### config.mk
export PLATFORM = sky130hd
export DESIGN_NAME = fetch_unit
export DESIGN_NICKNAME = d
export VERILOG_FILES = /design/src/rtl/fetch_unit.sv
export SDC_FILE = /design/constraint.sdc
export NUM_CORES = 1
export LEC_CHECK = 0
export ABC_CLOCK_PERIOD_IN_PS = 6000
export BUFFER_PORTS_ARGS = -buffer_cell sky130_fd_sc_hd__buf_2
export CAP_MARGIN = 20
export CORE_AREA = 2 2 155 119
export CTS_BUF_LIST = sky130_fd_sc_hd__clkbuf_8
export DETAILED_ROUTE_END_ITERATION = 10
export DIE_AREA = 0 0 157 121
export PLACE_DENSITY = 0.71
export SYNTH_ARGS = -nofsm -noshare
export SYNTH_HDL_FRONTEND = slang
export SYNTH_SLANG_ARGS = --single-unit
export TNS_END_PERCENT = 20
### constraint.sdc
create_clock -name CLK -period 6 [get_ports CLK]
set_clock_uncertainty 0.05 [all_clocks]
set_input_delay 1.2 -clock CLK [delete_from_list [all_inputs] [get_ports CLK]]
set_output_delay 1.2 -clock CLK [all_outputs]
set_load 0.03 [all_outputs]
### src/rtl/fetch_unit.sv
// fetch_unit -- instruction-fetch front end.
//
// Issues reads to a synchronous instruction memory at the current PC and
// drives the next PC back into the external PC register. Each returned word
// is stored in a DEPTH-entry FIFO together with its address and handed to
// decode over a valid/ready handshake. A redirect (branch/jump) flushes the
// FIFO, discards any response arriving in that cycle, and restarts fetch at
// the word-aligned target.
//
// Ports
//   CLK, RESET_N        clock (rising edge), asynchronous active-low reset
//   PC / PC_in          current PC from, next PC to, the PC register
//   IMEM_REQ/ADDR       read strobe and address (= PC) to instruction memory
//   IMEM_RDATA          read data, valid the cycle after IMEM_REQ
//   REDIRECT_VALID/PC   taken branch/jump and its target
//   INSTR_VALID/READY   head-of-FIFO handshake with decode
//   INSTR, INSTR_PC     head instruction word and its address
//   FIFO_COUNT          occupied FIFO entries
//
// The fetch control is a three-state machine (RUN / HOLD / FLUSH), but each
// state is fully determined by the current credit and REDIRECT_VALID, so no
// state register is kept:
//   RUN   = credit & ~REDIRECT_VALID   (issue, PC advances)
//   HOLD  = ~credit & ~REDIRECT_VALID  (no issue, PC held)
//   FLUSH = REDIRECT_VALID             (no issue, PC <- target)
module fetch_unit #(
    parameter int size  = 32,
    parameter int DEPTH = 2
) (
    input  logic                     CLK,
    input  logic                     RESET_N,
    input  logic [size-1:0]          PC,
    output logic [size-1:0]          PC_in,
    output logic                     IMEM_REQ,
    output logic [size-1:0]          IMEM_ADDR,
    input  logic [31:0]              IMEM_RDATA,
    input  logic                     REDIRECT_VALID,
    input  logic [size-1:0]          REDIRECT_PC,
    output logic                     INSTR_VALID,
    input  logic                     INSTR_READY,
    output logic [31:0]              INSTR,
    output logic [size-1:0]          INSTR_PC,
    output logic [$clog2(DEPTH):0]   FIFO_COUNT
);

    localparam int AW = $clog2(DEPTH);
    localparam int CW = AW + 1;

    logic [AW-1:0]   rd_ptr_q, wr_ptr_q;
    logic [CW-1:0]   count_q, count_d;
    logic            inflight_q;
    logic [size-1:0] inflight_pc_q;
    logic [31:0]     data_q [DEPTH];
    logic [size-1:0] addr_q [DEPTH];

    logic            pop, credit, push, deq;
    logic [CW:0]     occupancy;

    // Target low bits are forced to zero; they are intentionally ignored.
    logic unused_redirect_lsbs;
    assign unused_redirect_lsbs = ^REDIRECT_PC[1:0];

    assign INSTR_VALID = (count_q != '0);
    assign INSTR       = data_q[rd_ptr_q];
    assign INSTR_PC    = addr_q[rd_ptr_q];
    assign FIFO_COUNT  = count_q;

    assign pop = INSTR_VALID & INSTR_READY;

    // Slots committed after this cycle: stored words plus the outstanding
    // response, minus the word leaving now. Issuing only below DEPTH means a
    // response always finds a free slot, so the FIFO can never overflow.
    // pop implies count_q >= 1, so this cannot underflow.
    assign occupancy = {1'b0, count_q} + (CW+1)'(inflight_q) - (CW+1)'(pop);
    assign credit    = (occupancy < (CW+1)'(DEPTH));

    assign IMEM_REQ  = RESET_N & credit & ~REDIRECT_VALID;
    assign IMEM_ADDR = PC;

    // A redirect kills the response of the current cycle and any pop; no
    // request issues during a redirect, so nothing stale arrives afterwards.
    assign push = inflight_q & ~REDIRECT_VALID;
    assign deq  = pop & ~REDIRECT_VALID;

    assign count_d = count_q + CW'(push) - CW'(deq);

    always_comb begin
        PC_in = PC;
        if (RESET_N) begin
            if (REDIRECT_VALID)
                PC_in = {REDIRECT_PC[size-1:2], 2'b00};
            else if (IMEM_REQ)
                PC_in = PC + size'(4);
        end
    end

    always_ff @(posedge CLK or negedge RESET_N) begin
        if (!RESET_N) begin
            rd_ptr_q      <= '0;
            wr_ptr_q      <= '0;
            count_q       <= '0;
            inflight_q    <= 1'b0;
            inflight_pc_q <= '0;
        end else begin
            inflight_q <= IMEM_REQ;
            if (IMEM_REQ)
                inflight_pc_q <= PC;
            if (REDIRECT_VALID) begin
                rd_ptr_q <= '0;
                wr_ptr_q <= '0;
                count_q  <= '0;
            end else begin
                if (push)
                    wr_ptr_q <= wr_ptr_q + AW'(1);
                if (deq)
                    rd_ptr_q <= rd_ptr_q + AW'(1);
                count_q <= count_d;
            end
        end
    end

    // Payload storage needs no reset: entries are only read while counted.
    always_ff @(posedge CLK) begin
        if (push) begin
            data_q[wr_ptr_q] <= IMEM_RDATA;
            addr_q[wr_ptr_q] <= inflight_pc_q;
        end
    end

endmodule
======== Word-level counts from Yosys, hierarchy flattened ========
Memory sizes are Yosys's and may differ from the RTL's.
Cells that the tools add are included.
operators by class
  reductions and logical operators ........ 3
  magnitude comparators ................... 1
  mux-type cells .......................... 10
  bitwise logic cells ..................... 6
  add/subtract/negate cells ............... 7
operators with widths
  operator                 number
  $mux W32                 3
  $add A32 B3 Y32 const B  1
  $mux W1                  6
  $reduce_bool A2 Y1       3
  $and A1 B1 Y1            5
  $add A2 B1 Y3            1
  $lt A3 B2 Y1 const B     1
  $sub A3 B1 Y3            1
  $add A1 B1 Y1 const B    2
  $add A2 B1 Y2            1
  $mux W2                  1
  $sub A2 B1 Y2            1
  $not A1 Y1               1
word-level totals
  register bits ........................... 37
  bits of input ports ..................... 100
  RAM bits ................................ 128
  word-level logic and storage cells ...... 34
  memories kept ........................... 2
  output and inout bits ................... 132
memories
  name    words  width  read ports  clocked after Yosys merged registers in  write ports  RTL line  source
  addr_q  2      32     1           0                                        1            54        logic [size-1:0] addr_q [DEPTH];
  data_q  2      32     1           0                                        1            53        logic [31:0] data_q [DEPTH];

======== Depth between registers and ports, before layout ========
Gate-level depths: netlist of the first run.
  depth after elaboration ................. 9
  depth in mapped cells ................... 13
  depth with buffers taken out ............ 12

======== Least setup slack after synthesis of the first run ========
No wires, ideal clock.
  path type ............................... input to output
  from .................................... in INSTR_READY
  to ...................................... out PC_in[23]
  slack ................................... 1.059 ns
  buffers on the path ..................... 0
  stages .................................. 10
  arrival ................................. 3.691 ns
  required time ........................... 4.750 ns
  cell sequence ........................... nand2_1 inv_1 ha_1 nand2b_1 fa_1 xnor2_2 nand3_2 nor4_2 mux2_1 nor2_1
on the way
  cells in the longest elaborated chain, start to end .. 8
ends and longest elaborated chain
  what                        RTL line  source
  start: declaration          40        input logic INSTR_READY,
  $and A1 B1 Y1               68        assign pop = INSTR_VALID & INSTR_READY;
  $sub A3 B1 Y3               74        assign occupancy = {1'b0, count_q} + (CW+1)'(inflight_q) - (CW+1)'(pop);
  $lt A3 B2 Y1                75        assign credit = (occupancy < (CW+1)'(DEPTH));
  $and A1 B1 Y1 (2 in a row)  77        assign IMEM_REQ = RESET_N & credit & ~REDIRECT_VALID;
  $mux W32                    92        else if (IMEM_REQ)
  $mux W32                    90        if (REDIRECT_VALID)
  $mux W32                    89        if (RESET_N) begin
  end: declaration            33        output logic [size-1:0] PC_in,
No other way between the ends.

======== Worst setup path after layout of the first run ========
  from .................................... in INSTR_READY
  to ...................................... out PC_in[19]
Same word-level chain as after synthesis.

==> impl_results.md, run 1 <==
* Synth Cell Area at 7762 um2
* NetSw at 1.105 mW
* DR pass1 iterations at 4
* DRT antenna net count at 0
* Slowest Stage Delay on Critical Path at 0.51 ns
* Clock Sinks at 165
* Critical Path Start Type: primary input
* Power, Total at approximately 3.2 mW
* Total Neg Setup Slack at 0 ns
* GRT Residual Overflow at 0
* Net switching fraction of the power at a little over a third
* Die Span X at between 150 and 200 um
* DP Area at 8847 um2
* Post-synth EDFFs at 128
* Count of non-filler cells in the finished layout at 1,052
* Dpl cells at 1,019
* Leading cell type in the layout, fill and taps excluded: buf_2
* # IOs at 232
* CTS root buffer: clkbuf_8
* Comb pwr share at 27.2%
* CP delay by family, top: simple AND/OR/NAND/NOR gates
* WS Path Type: in2out
* Die H at 121 um
* Tcrit/Tclk final at 94.09%
* Layout cells sized above 1 at 43.88%
* Power Density at 344.0 nW/um2
* Crit path top cell by count: buf_2
* Max-cap violations at 0
* Std cell rows at 42
* Htree depth at 4
* Largest net degree at the start of global routing at 66
* GRT Overall Usage at 20.02%
* Most frequent cells in the layout: buf_2, edfxtp_1, nand2_1
* Filler cells at 1,541
* WL per Instance at 18.08 um
* Hold buffers post-CTS at 0
* Core area at 17,390 um2
* Initial Util at 44.63%
* Iter 0 DRT Violations at roughly 310
* Final setup fails at 0
* Clk pin slew, worst setup/hold paths at 0.08 ns
* Longest Clk Path Bufs at 2
* Sequential area share after synthesis at 61.44%
* Post-CTS setup buffers at 0
* Vias in the first global route at 5,066
* Port buffer count at roughly 230
* Setup ws final at 0.3543 ns
* NumNets Final at 901
* Post-route minimum period at 5.646 ns
* Clock share of power at 22.0%
* CTS tree: yes
* Cell count after synthesis at 608
* Library cells used by synthesis at 57
* Placer's final routability congestion estimate at 0.8415
* Design area at 9188 um2
* Avg Synthesized Cell Area at 12.77 um2
* DR vias/cell at 5.176
* Ys flop type: edfxtp_1
* CTS resizes at 0
* Fmax at approximately 180 MHz
* CP arrival at approximately 4.4 ns
* Die area at 19,000 um2
* Pint at 2.055 mW
* Leakage power at 3.784 nW
* Total routed wirelength at 19,020 um
* Slew Limit Fails at 0
* Slew Limit Headroom at 33.32%
* Vias at about 5,400
* RSZ-0062 raised after global routing: no
* FF+latch count, synth at 165
* Total CTS buffers at 17
* Clock latency on the worst-skew pair at between 0.4 and 0.5 ns
* CP Buf/Inv Count at 4
* Fin util at around 53%
* Outcome: finished, final reports clean
* Worst Path Required at 4.75 ns
* FFs w/ async S/R, synth at 22.42%
* Synth warnings at 0
* Final hold viol count at 0
* Worst slew pin tran at 0.9978 ns
* Dpl ws at 0.3189 ns
* Seq pwr share at around half
* Initial antenna violation count at 1
* HP Class: reg2reg
* Drt drc at 0
* Crit-path slowest cell: inv_2
* Worst hold slack at ~0.42 ns
* Global-route wire length before repair at 28,080 um
* Critical path, cell by cell: buf_2 > nand2_1 > inv_1 > ha_1 > nand2b_1 > fa_1 > xnor2_2 > nand3_2 > inv_2 > nand4_1 > o221ai_1 > o31a_1 > buf_2
* HPWL Detailed at 12,950 um
* Max IR drop VDD at ~0.13 mV
* Synth-to-layout area growth at 18.36%
* Syn Nets at between 700 and 800
* Crit-path max FO at 25
* Worst Setup End Kind: output port
==> synthesized netlist by cell type, types with 2 or more instances <==
| cell | count | share of area (%) |
|---|---|---|
| nand3_1 | 14 | 0.90 |
| buf_4 | 32 | 3.1 |
| ha_1 | 4 | 0.64 |
| xnor2_1 | 4 | 0.45 |
| and4_1 | 2 | 0.23 |
| mux2_2 | 64 | 9.3 |
| a21o_1 | 2 | 0.19 |
| o22ai_1 | 24 | 1.9 |
| a31o_1 | 2 | 0.23 |
| nand2b_1 | 2 | 0.16 |
| and3_1 | 7 | 0.56 |
| and2_1 | 4 | 0.32 |
| nor2_1 | 20 | 0.97 |
| and3_2 | 2 | 0.19 |
| o21ai_0 | 6 | 0.39 |
| nor3_1 | 4 | 0.26 |
| inv_1 | 7 | 0.34 |
| o211ai_1 | 2 | 0.19 |
| nor2b_1 | 3 | 0.24 |
| dfrtp_1 | 37 | 12 |
| a21oi_1 | 21 | 1.4 |
| nor4_2 | 3 | 0.48 |
| o22a_1 | 2 | 0.23 |
| clkbuf_1 | 21 | 1.0 |
| nand2_1 | 108 | 5.2 |
| clkbuf_8 | 3 | 0.53 |
| or2_2 | 2 | 0.16 |
| mux2i_1 | 7 | 0.90 |
| buf_1 | 4 | 0.19 |
| and2_2 | 2 | 0.19 |
| edfxtp_1 | 128 | 50 |
| buf_6 | 4 | 0.58 |
| nand4_1 | 20 | 1.6 |
| nor4_1 | 2 | 0.16 |
| o221ai_1 | 2 | 0.23 |
| buf_2 | 3 | 0.19 |
| xor2_1 | 13 | 1.5 |
| nand4_2 | 2 | 0.32 |
==> logic make-up after synthesis <==
kind of cell	Yosys count	synth area share, %
xor gates and xnor gates	18	2.128
and+or+nand+nor	205	13.59
adders and majority gates	5	0.9027
muxes	72	10.33
DFF	165	61.44
buffers and inverters	75	5.996
AOI/OAI and AO/OA	68	5.609
==> state kept, by name (all words and copies together), names as in the netlist <==
register,flops
inflight_q,1
data_q,64
FIFO_COUNT,2
wr_ptr_q,1
addr_q,64
inflight_pc_q,32
rd_ptr_q,1
==> path summary, 6_finish.rpt <==
| path | from | to | slack (ns) | cells after the start |
|---|---|---|---|---|
| min in group asynchronous | RESET_N | FIFO_COUNT[1] | 0.69 | 1 |
| worst max register to register | FIFO_COUNT[1] | inflight_pc_q[12] | 2.16 | 12 |
| worst min-delay path | inflight_pc_q[8] | addr_q[0][8] | 0.42 | 0 |
| worst max-delay path | INSTR_READY | PC_in[19] | 0.35 | 13 |
| max in group asynchronous | RESET_N | inflight_pc_q[17] | 4.30 | 2 |
| worst min register to register | inflight_pc_q[8] | addr_q[0][8] | 0.42 | 0 |
==> cell type report <==
type / count / area (um2) / area share [%]
Clock inverter: 15 / 103.9 / 1.130
Sequential cell: 165 / 4773 / 51.95
Timing Repair Buffer: 236 / 1201 / 13.07
Multi-Input combinational cell: 368 / 2540 / 27.65
Inverter: 8 / 30.03 / 0.3268
Antenna cell: 1 / 2.502 / 0.02724
Tap cell: 242 / 302.8 / 3.296
Clock buffer: 17 / 234.0 / 2.547
==> routing by layer <==
| metal | vias to the layer above | wire length, um | GRT usage [%] |
|---|---|---|---|
| met1 | 2603 | 8391 | 26.16 |
| met3 | 20 | 1817 | 6.964 |
| li1 | 2568 | - | - |
| met4 | 0 | 262 | 5.562 |
| met5 | - | 0 | 0 |
| met2 | 254 | 8544 | 31.80 |
==> power by group through the flow <==
stage | Combinational [mW] | Sequential, mW | Clock (mW)
floorplan | 0.652 | 1.57 | 0
global placement | 0.855 | 1.62 | 0
detailed placement | 0.865 | 1.63 | 0
CTS | 0.870 | 1.61 | 0.714
global route | 0.929 | 1.63 | 0.760
finish | 0.861 | 1.60 | 0.697
No activity file was read; power rests on OpenSTA's default activity.
==> inputs of run 2 (changes only) <==
--- a/config.mk
+++ b/config.mk
@@ -8,11 +8,11 @@
 export ABC_CLOCK_PERIOD_IN_PS = 6000
 export BUFFER_PORTS_ARGS = -buffer_cell sky130_fd_sc_hd__buf_2
 export CAP_MARGIN = 20
-export CORE_AREA = 2 2 155 119
+export CORE_AREA = 2 2 146 112
 export CTS_BUF_LIST = sky130_fd_sc_hd__clkbuf_8
 export DETAILED_ROUTE_END_ITERATION = 10
-export DIE_AREA = 0 0 157 121
-export PLACE_DENSITY = 0.71
+export DIE_AREA = 0 0 148 114
+export PLACE_DENSITY = 0.78
 export SYNTH_ARGS = -nofsm -noshare
 export SYNTH_HDL_FRONTEND = slang
 export SYNTH_SLANG_ARGS = --single-unit
==> impl_results.md, run 2 (same netlist as run 1, synthesis figures left out) <==
* Longest Clk Path Bufs at 2
* Total CTS buffers at 17
* Largest registers: addr_q x64, data_q x64, inflight_pc_q x32
* DRT antenna net count at 0
* Layout cells sized above 1 at between 40% and 50%
* Die area at around 17,000 um2
* WL per Instance at about 18 um
* Dpl ws at roughly 0.62 ns
* Max-cap violations at 0
* Crit path top cell by count: buf_2
* Final hold viol count at 0
* HP Class: reg2reg
* NumNets Final at 902
* Total Neg Setup Slack at 0 ns
* CTS tree: yes
* WS Path Type: in2out
* Critical Path Start Type: primary input
* Die Span X at 148 um
* Global routing usage on met2 at 35.90%
* Total routed wirelength at around 18,000 um
* Port buffer count at 229
* Outcome: finished, final reports clean
* Core area at 15,620 um2
* GRT Residual Overflow at 0
* Initial antenna violation count at 0
* Vias in the first global route at 5,207
* Post-route minimum period at 5.368 ns
* Max IR drop VDD at 0.1759 mV
* DR vias/cell at 5.308
* Initial Util at between 40% and 50%
* Largest net degree at the start of global routing at 66
* Crit-path slowest cell: fa_1
* CP Buf/Inv Count at 4
* Critical path, cell by cell: buf_2 > nand2_1 > inv_1 > ha_1 > nand2b_1 > fa_1 > nand3_2 > inv_2 > nand4_1 > o221ai_1 > o31a_1 > buf_2
* Worst Path Required at about 4.8 ns
* Tcrit/Tclk final at 89.46%
* Post-CTS setup buffers at 0
* Fin util at 59.23%
* Final setup fails at 0
* N_diodes at 0
* Slowest Stage Delay on Critical Path at between 0.6 and 0.7 ns
* Drt drc at 0
* Crit-path max FO at 24
* Worst slew pin tran at 0.9323 ns
* Power, Total at 3.318 mW
* GRT Overall Usage at a little over a fifth
* CTS resizes at 0
* Setup ws final at roughly 0.63 ns
* CP delay by family, top: adder cells
* Global-route wire length before repair at ~27,000 um
* Die H at 114 um
* Worst Setup End Kind: output port
* Met1 usage at a little over a quarter
* Htree depth at 4
* Clock latency on the worst-skew pair at 0.46 ns
* Slew Limit Headroom at a little under two fifths
* Iter 0 DRT Violations at 354
* Std cell rows at 40
* Slew Limit Fails at 0
* Vias at 5,414
* RSZ-0062 raised after global routing: no
* CTS root buffer: clkbuf_8
* Clk pin slew, worst setup/hold paths at 0.09 ns
* DR pass1 iterations at 5
* Placer's final routability congestion estimate at between 0.7 and 0.8
* Leakage power at approximately 3.8 nW
* Hold buffers post-CTS at 0
* Synth-to-layout area growth at 19.15%
* HPWL Detailed at around 12,000 um
* Met3 GRT Util at 6.680%
* Fmax at 186.3 MHz
* Clock Sinks at 165
* # IOs at 232
* CP arrival at 4.12 ns
* Leading cell type in the layout, fill and taps excluded: buf_2
* Most frequent cells in the layout: buf_2, edfxtp_1, nand2_1
* Busiest grt layer: met2
* Power Density at 358.7 nW/um2
## run 2: cell count changes in the layout (fill, tap and decap cells not counted)
cell,delta
clkinv_2,-3
clkinv_1,+1
buf_4,+1
diode_2,-1
inv_6,-1
bufinv_16,+4
inv_1,-1
## run 2: through the flow
step / instances / cell area [um2] / hold slack, ns
floorplan: 608 / 7762 / 0.3919
global placement: 988 / 8815 / 0.3965
detailed placement: 988 / 8815 / 0.4020
CTS: 1020 / 9249 / 0.4222
global route: 1020 / 9249 / 0.4376
finish: 1020 / 9249 / 0.4217
## run 2: worst paths after layout
path,to,depth (start not counted),startpoint,slack [ns]
min in group asynchronous,inflight_pc_q[15],1,RESET_N,0.59
max reg2reg,inflight_pc_q[4],11,FIFO_COUNT[1],2.49
min reg2reg,addr_q[1][21],0,inflight_pc_q[21],0.42
max,PC_in[19],12,INSTR_READY,0.63
min,addr_q[1][21],0,inflight_pc_q[21],0.42
max in group asynchronous,rd_ptr_q,2,RESET_N,4.26
## run 2: final cells by class
| cell class | instances | area [um2] |
|---|---|---|
| Inverter | 8 | 30.03 |
| Tap cell | 210 | 262.8 |
| Sequential cell | 165 | 4773 |
| Fill cell | 1286 | 6366 |
| Timing Repair Buffer | 237 | 1209 |
| Clock buffer | 17 | 234.0 |
| Multi-Input combinational cell | 368 | 2540 |
| Clock inverter | 15 | 200.2 |
## run 2: per-layer routing
metal / wire length, um / vias to the layer above / share of wire, %
met5: 0 / - / 0
met4: 255 / 0 / 1.4
met3: 1403 / 20 / 7.8
met2: 8679 / 222 / 48
met1: 7629 / 2603 / 42
li1: - / 2569 / -
## run 2: power breakdown
group,internal [mW],switching [mW]
Sequential,1.47,0.127
Clock,0.457,0.403
Combinational,0.299,0.559
